### config.mk
export PLATFORM = sky130hd
export DESIGN_NAME = store_branch_encoder
export DESIGN_NICKNAME = d
export VERILOG_FILES = /design/src/rtl/store_branch_encoder_pkg.sv /design/src/rtl/store_branch_encoder_fifo2.sv /design/src/rtl/store_branch_encoder.sv
export SDC_FILE = /design/constraint.sdc
export NUM_CORES = 1
export LEC_CHECK = 0
export ABC_AREA = 1
export CAP_MARGIN = 25
export CORE_ASPECT_RATIO = 1.25
export CORE_MARGIN = 2
export CORE_UTILIZATION = 39
export CTS_BUF_LIST = sky130_fd_sc_hd__clkbuf_8
export CTS_CLUSTER_DIAMETER = 150
export DETAILED_ROUTE_END_ITERATION = 10
export PLACE_DENSITY = 0.59
export SLEW_MARGIN = 30
export SYNTH_ARGS = -nofsm -noshare
export SYNTH_HDL_FRONTEND = slang
export SYNTH_HIERARCHICAL = 1
export SYNTH_SLANG_ARGS = --single-unit
### constraint.sdc
create_clock -name clk -period 3.08 [get_ports clk]
set_clock_uncertainty 0.05 [all_clocks]
set_input_delay 0.616 -clock clk [delete_from_list [all_inputs] [get_ports clk]]
set_output_delay 0.616 -clock clk [all_outputs]
set_load 0.05 [all_outputs]
### src/rtl/store_branch_encoder_pkg.sv
// Shared types, opcodes, instruction field positions and offset range check for store_branch_encoder.
package store_branch_encoder_pkg;

  typedef enum logic {FMT_S = 1'b0, FMT_SB = 1'b1} fmt_e;

  localparam logic [6:0] OPCODE_STORE  = 7'b0100011;
  localparam logic [6:0] OPCODE_BRANCH = 7'b1100011;

  localparam int OPC_LSB    = 0;
  localparam int IMM_LO_LSB = 7;
  localparam int F3_LSB     = 12;
  localparam int RS1_LSB    = 15;
  localparam int RS2_LSB    = 20;
  localparam int IMM_HI_LSB = 25;

  // Offsets are sign-extended to this width before the range check, so xlen must stay below it.
  localparam int IMM_W = 128;

  function automatic logic imm_fits(input logic [IMM_W-1:0] imm, input fmt_e fmt);
    logic [IMM_W-1:0] s_form;
    logic [IMM_W-1:0] sb_form;
    s_form  = {{(IMM_W-12){imm[11]}}, imm[11:0]};
    sb_form = {{(IMM_W-13){imm[12]}}, imm[12:1], 1'b0};
    return (fmt == FMT_S) ? (imm == s_form) : (imm == sb_form);
  endfunction

endpackage

### src/rtl/store_branch_encoder_fifo2.sv
// Two-entry in-order valid/ready buffer; an accepted word is visible at rd_data the next cycle.
// wr_ready depends only on registered occupancy, so there is no rd_ready -> wr_ready path.
module store_branch_encoder_fifo2 #(
  parameter int width = 8
) (
  input  logic             clk,
  input  logic             rst,
  input  logic             wr_valid,
  output logic             wr_ready,
  input  logic [width-1:0] wr_data,
  output logic             rd_valid,
  input  logic             rd_ready,
  output logic [width-1:0] rd_data
);

  logic [1:0]       count;
  logic [width-1:0] head;
  logic [width-1:0] tail;
  logic             push;
  logic             pop;

  assign wr_ready = (count != 2'd2);
  assign rd_valid = (count != 2'd0);
  assign rd_data  = head;
  assign push     = wr_valid && wr_ready;
  assign pop      = rd_valid && rd_ready;

  always_ff @(posedge clk) begin
    if (rst) begin
      count <= 2'd0;
      head  <= '0;
      tail  <= '0;
    end else begin
      // push is never legal at count 2, so head/tail only need these cases
      if (push && (count == 2'd0 || (count == 2'd1 && pop))) begin
        head <= wr_data;
      end else if (pop && count == 2'd2) begin
        head <= tail;
      end
      if (push && count == 2'd1 && !pop) begin
        tail <= wr_data;
      end
      count <= count + {1'b0, push} - {1'b0, pop};
    end
  end

endmodule

### src/rtl/store_branch_encoder.sv
// Packs fields into 32-bit S/SB words tagged with a running address; 1-cycle latency, 2-entry buffer,
// in_ready from occupancy only. Define RANGE_CHECK_EN to flag out-of-range offsets on out_err.
import store_branch_encoder_pkg::*;

module store_branch_encoder #(
  parameter int              xlen      = 64,
  parameter logic [xlen-1:0] base_addr = '0
) (
  input  logic            clk,
  input  logic            rst,
  input  logic            in_valid,
  output logic            in_ready,
  input  logic            in_fmt,
  input  logic [6:0]      in_opcode,
  input  logic [2:0]      in_funct3,
  input  logic [4:0]      in_rs1,
  input  logic [4:0]      in_rs2,
  input  logic [xlen-1:0] in_imm,
  input  logic            addr_load,
  input  logic [xlen-1:0] addr_value,
  output logic            out_valid,
  input  logic            out_ready,
  output logic [31:0]     out_instr,
  output logic [xlen-1:0] out_addr,
  output logic            out_err
);

  typedef struct packed {
    logic            err;
    logic [xlen-1:0] addr;
    logic [31:0]     instr;
  } entry_t;

  fmt_e            fmt;
  logic [31:0]     instr;
  logic            err;
  logic            accept;
  logic [xlen-1:0] counter;
  logic [xlen-1:0] word_addr;
  entry_t          wr_entry;
  entry_t          rd_entry;

  assign fmt = fmt_e'(in_fmt);

  always_comb begin
    instr = '0;
    instr[OPC_LSB +: 7] = in_opcode;
    instr[F3_LSB  +: 3] = in_funct3;
    instr[RS1_LSB +: 5] = in_rs1;
    instr[RS2_LSB +: 5] = in_rs2;
    if (fmt == FMT_S) begin
      instr[IMM_HI_LSB +: 7] = in_imm[11:5];
      instr[IMM_LO_LSB +: 5] = in_imm[4:0];
    end else begin
      instr[31]                  = in_imm[12];
      instr[IMM_HI_LSB +: 6]     = in_imm[10:5];
      instr[IMM_LO_LSB + 1 +: 4] = in_imm[4:1];
      instr[IMM_LO_LSB]          = in_imm[11];
    end
  end

`ifdef RANGE_CHECK_EN
  logic [IMM_W-1:0] imm_ext;
  assign imm_ext = {{(IMM_W-xlen){in_imm[xlen-1]}}, in_imm};
  assign err     = !imm_fits(imm_ext, fmt);
`else
  // Upper offset bits only matter to the range check.
  logic unused_imm;
  assign unused_imm = ^in_imm[xlen-1:13];
  assign err        = 1'b0;
`endif

  assign accept    = in_valid && in_ready;
  assign word_addr = addr_load ? addr_value : counter;

  always_ff @(posedge clk) begin
    if (rst) begin
      counter <= base_addr;
    end else if (accept) begin
      counter <= word_addr + xlen'(4);
    end else if (addr_load) begin
      counter <= addr_value;
    end
  end

  assign wr_entry = '{err: err, addr: word_addr, instr: instr};

  store_branch_encoder_fifo2 #(.width($bits(entry_t))) u_fifo (
    .clk      (clk),
    .rst      (rst),
    .wr_valid (in_valid),
    .wr_ready (in_ready),
    .wr_data  (wr_entry),
    .rd_valid (out_valid),
    .rd_ready (out_ready),
    .rd_data  (rd_entry)
  );

  assign out_instr = rd_entry.instr;
  assign out_addr  = rd_entry.addr;
  assign out_err   = rd_entry.err;

endmodule

# [Yosys cells after proc, flatten, opt, wreduce, memory -nomap -nowiden]
# Cells that the tools add are included.
# W data, S select, Z words.
[word_totals] regBits=258 inputBits=154 out_inout_bits=99 wordCells=28
[op_classes] n_addsub=3 n_eq_ne=3 muxes=6 reduce_logical=12
[op_table] op="$mux W96" n=2
[op_table] op="$mux W64" n=2
[op_table] op="$add A64 B3 Y64 const B" n=1
[op_table] op="$logic_and A1 B1 Y1" n=7
[op_table] op="$mux W7" n=1
[op_table] op="$reduce_bool A2 Y1" n=2
[op_table] op="$add A2 B1 Y2" n=1
[op_table] op="$eq A2 B1 Y1 const B" n=1
[op_table] op="$eq A2 B2 Y1 const B" n=1
[op_table] op="$logic_not A2 Y1" n=1
[op_table] op="$ne A2 B2 Y1 const B" n=1
[op_table] op="$sub A2 B1 Y2" n=1
[op_table] op="$logic_not A1 Y1" n=1
[op_table] op="$logic_or A1 B1 Y1" n=1
[op_table] op="$mux W1" n=1

# [Longest topological paths before layout]
[depth] depth_word=6 mapped_depth=19 mapped_depth_nobuf=16

# [Cells and area by module]
# Netlist, hierarchy kept.
[modules_own_cells] module="store_branch_encoder_fifo2" n_inst=1 cells_per_inst=1103 area_per_inst_um2=8503.2 seq_area_each_um2=3923.8
[modules_own_cells] module="store_branch_encoder" n_inst=1 cells_per_inst=851 area_per_inst_um2=4760.8 seq_area_each_um2=1281.2

# [Worst setup path before layout]
# OpenSTA, ideal clock, no wires.
[synth_timing] path_kind="input to register" startpoint="in addr_load" endpoint="reg counter[58]" setup_ns=0.113 arrival_time_ns=2.461 t_required_ns=2.917 slack_ns=0.456 cell_stages=18 path_buffers=3 cell_sequence="buf_6 -> inv_4 -> buf_12 -> buf_12 -> nand2_2 -> nand2_2 -> ha_1 -> inv_1 -> nor2_1 -> nand2_1 -> nor2_2 -> nand2_2 -> nor2_2 -> nand3_1 -> nor2_1 -> nand2_1 -> nand2_1 -> nor2_1"
[synth_between] elab_chain_len=3
[synth_rtl] item="start: declaration" line_no="store_branch_encoder.sv:19" text="input logic addr_load,"
[synth_rtl] item="$mux W64"
[synth_rtl] item="via word_addr[3]" line_no="store_branch_encoder.sv:39" text="logic [xlen-1:0] word_addr;"
[synth_rtl] item="$add A64 B3 Y64" line_no="store_branch_encoder.sv:80" text="counter <= word_addr + xlen'(4);"
[synth_rtl] item="$mux W64" line_no="store_branch_encoder.sv:79" text="end else if (accept) begin"
[synth_rtl] item="end signal: assignment" line_no="store_branch_encoder.sv:78" text="counter <= base_addr;"
[synth_rtl] item="end signal: assignment" line_no="store_branch_encoder.sv:80"
[synth_rtl] item="end signal: assignment" line_no="store_branch_encoder.sv:82" text="counter <= addr_value;"
[synth_rtl] item="end: declaration" line_no="store_branch_encoder.sv:38" text="logic [xlen-1:0] counter;"
# The timed path passes the listed nets, and every way through them passes these cells.
# A chain may end at the register's enable or synchronous reset.

# [Worst setup path after layout]
[layout_timing] startpoint="reg u_fifo.count[1]" endpoint="out out_valid"
[layout_between] elab_chain_len=1
[layout_rtl] item="start: declaration" line_no="store_branch_encoder_fifo2.sv:16" text="logic [1:0] count;"
[layout_rtl] item="start signal: assignment" line_no="store_branch_encoder_fifo2.sv:43" text="count <= count + {1'b0, push} - {1'b0, pop};"
[layout_rtl] item="$reduce_bool A2 Y1" line_no="store_branch_encoder_fifo2.sv:23" text="assign rd_valid = (count != 2'd0);"
[layout_rtl] item="end: declaration" line_no="store_branch_encoder.sv:21" text="output logic out_valid,"
# Every way passes these cells.

==> impl_metrics.csv <==
group,metric,value,unit
critical_path,worst-path-max-fanout,8,
route,viasPerCell,5.11,
place,place_inst,2523,
place,dpl_worst_slack,0.119,ns
clocking,clock_sinks,260,
sta,slew_violations,0,
synth,yosys_warnings,6,
synth,syn_area,0.0133,mm2
critical_path,critPathCaptureType,"primary output",
synth,synthTopCellsByArea,"dfxtp_1, nand2_1, a21oi_1, nand3b_1, nand3_1",
synth,synthesis.instances,1954,
critical_path,start_kind,"flip-flop",
critical_path,reg2reg_slack,0.56,ns
synth,yosysUniqueCellTypes,40,
sta,final_hold_viol_count,0,
clocking,clk_pin_slew,0.06,ns
layout,area_delta_synth_final,25.6,%
clocking,cts-resized-gates,0,
run,drv_cap,0,
worst_hold_path,hold_path.class,"primary input to flip-flop",
synth,seq_area_frac_synth,0.392,
die,ios,253,
route,drt-total-wl,42.0,mm
layout,n_fill_cell,3447,
clocking,cts_tree,"yes",
critical_path,critPathKind,"flip-flop to primary output",
clocking,cts_hold_buf,0,
clocking,htreeDepth,2,
sta,worst_slack,0.204,ns
clocking,numCtsBuffers,45,
layout,drive_gt1_frac,0.0927,
layout,finalNetCount,2303,
sta,tightest_slew,0.808,ns
route,drt_first_iter_violations,979,
route,first_pass_iters,5,
die,core,0.0335,mm2
die,rows,75,
sta,period_share,0.934,
power,power_leakage,6.52,nW
sta,setup_violations,0,
route,drc_errors,0,
clocking,cts_buffer_depth,3,
synth,synthFlopType,"dfxtp_1",
grt,grt_pass1_wl,66.5,mm
critical_path,cp.required,2.41,ns
synth,postSynth.asyncResetShare,0,
layout,instances_no_fill,2603,
critical_path,arrival,2.21,ns
die,die_area,0.0355,mm2
sta,period_needed,2.88,ns
die,die_width,169,um
sta,rsz0062_at_grt,"false",
grt,antenna_found_initial,0,
synth,synth_edf_count,0,
synth,syn_avg_cell_area,6.79,um2
grt,grt_pass1_vias,12400,
layout,n_antenna_cell,0,
synth,yosys.area.top_type_share,0.392,
clocking,cts-root-buf,"clkbuf_8",
grt,grt_max_degree,131,
grt,grt_usage,0.234,
die,start_util,0.396,
run_status,outcome,"finished clean",
power,total_power,12.1,mW
sta,tns,0,ns
power,vdd_drop_max,0.496,mV
route,ant_nets,0,
synth,synth_seq_cells,260,
die,die_h,210,um
sta,fmax,348,MHz
place,gp_congestion,0.931,
synth,synth_area_leader_cell,"dfxtp_1",
place,dpl.hpwl,29.1,mm
power,power_density,723,mW/mm2
clocking,postCtsSetupBuffers,0,
sta,relSlewSlack,0.460,
clocking,clk_latency,0.58,ns
route,routedWlPerCell,16.1,um
grt,grt_overflow,0,
route,vias,13300,
place,port-buffer-count,201,
worst max-delay path: stages, from the launching register on:
cell and delay, ns:
dfxtp_1 0.60, or2_2 0.21, clkdlybuf4s50_1 0.83
metal layers:
metal,up-vias,global-route usage,routed length [um]
met5,-,0,0
met4,0,0.0797,1210
li1,6791,-,-
met1,6093,0.316,19300
met2,352,0.383,19500
met3,70,0.0330,2040
cell usage after synthesis, types with 17 or more instances:
cell	count
nand2_1	431
nand2_2	19
nor2_1	159
o21ai_0	109
nand3b_1	96
buf_6	17
nand3_1	140
buf_2	59
o21ai_1	123
dfxtp_1	260
inv_1	174
nand4_1	20
nor2_2	25
clkbuf_1	35
a21oi_1	224
placed cells by master (no fill, tap or decap), types with 17 or more instances in the layout:
master / count
inv_1: 192
clkbuf_8: 57
nand3_1: 140
a21oi_1: 224
o21ai_0: 109
buf_4: 61
nand3b_1: 96
nand2_2: 17
o21ai_1: 123
nor2_1: 159
dfxtp_1: 260
nand2_1: 431
clkdlybuf4s50_1: 199
nand4_1: 20
nor2_2: 25
registers in the layout, indices dropped and copies added (netlist names):
| signal | flops |
|---|---|
| u_fifo/rd_data | 97 |
| u_fifo/tail | 97 |
| counter | 64 |
| u_fifo/count | 2 |
kinds of logic after synthesis:
group / Yosys count / synth area share
simple gates: 908 / 0.315
compound gates: 472 / 0.182
buf+inv: 309 / 0.107
flops: 260 / 0.392
xor+xnor: 2 / 0.00132
fa+ha+maj: 2 / 0.00189
other cells: 1 / 0.000283
area by class of cell:
class | count | area [um2] | share of cell area
multi-input combinational | 1386 | 6670 | 0.400
sequential | 260 | 5200 | 0.312
timing repair buffer | 273 | 2700 | 0.162
clock buffer | 57 | 785 | 0.0471
inverter | 181 | 682 | 0.0409
tap | 423 | 529 | 0.0318
clock inverter | 23 | 97.6 | 0.00586
final timing paths:
path | startpoint | to | depth (start not counted)
setup / recovery | u_fifo/count[1] | out_valid | 2
hold / removal | rst | u_fifo/rd_data[10] | 2
setup reg to reg | u_fifo/count[0] | counter[42] | 12
hold reg to reg | u_fifo/tail[54] | u_fifo/tail[54] | 2
where the power goes:
group | total [mW] | internal [mW] | switching (mW)
registers | 4.22 | 3.93 | 0.287
clock network | 3.11 | 1.66 | 1.45
logic | 4.73 | 1.55 | 3.17
total | 12.1 | 7.14 | 4.91
stage by stage:
| stage | hold slack, ns | utilization | area [um2] |
|---|---|---|---|
| 3_5_place_dp | 0.388 | 0.471 | 15800 |
| 3_3_place_gp | 0.382 | 0.471 | 15800 |
| 6_report | 0.350 | 0.497 | 16700 |
| 4_1_cts | 0.317 | 0.497 | 16700 |
| 5_1_grt | 0.337 | 0.497 | 16700 |
| 2_1_floorplan | 0.375 | - | 13300 |
No activity file was read; power rests on OpenSTA's default activity.
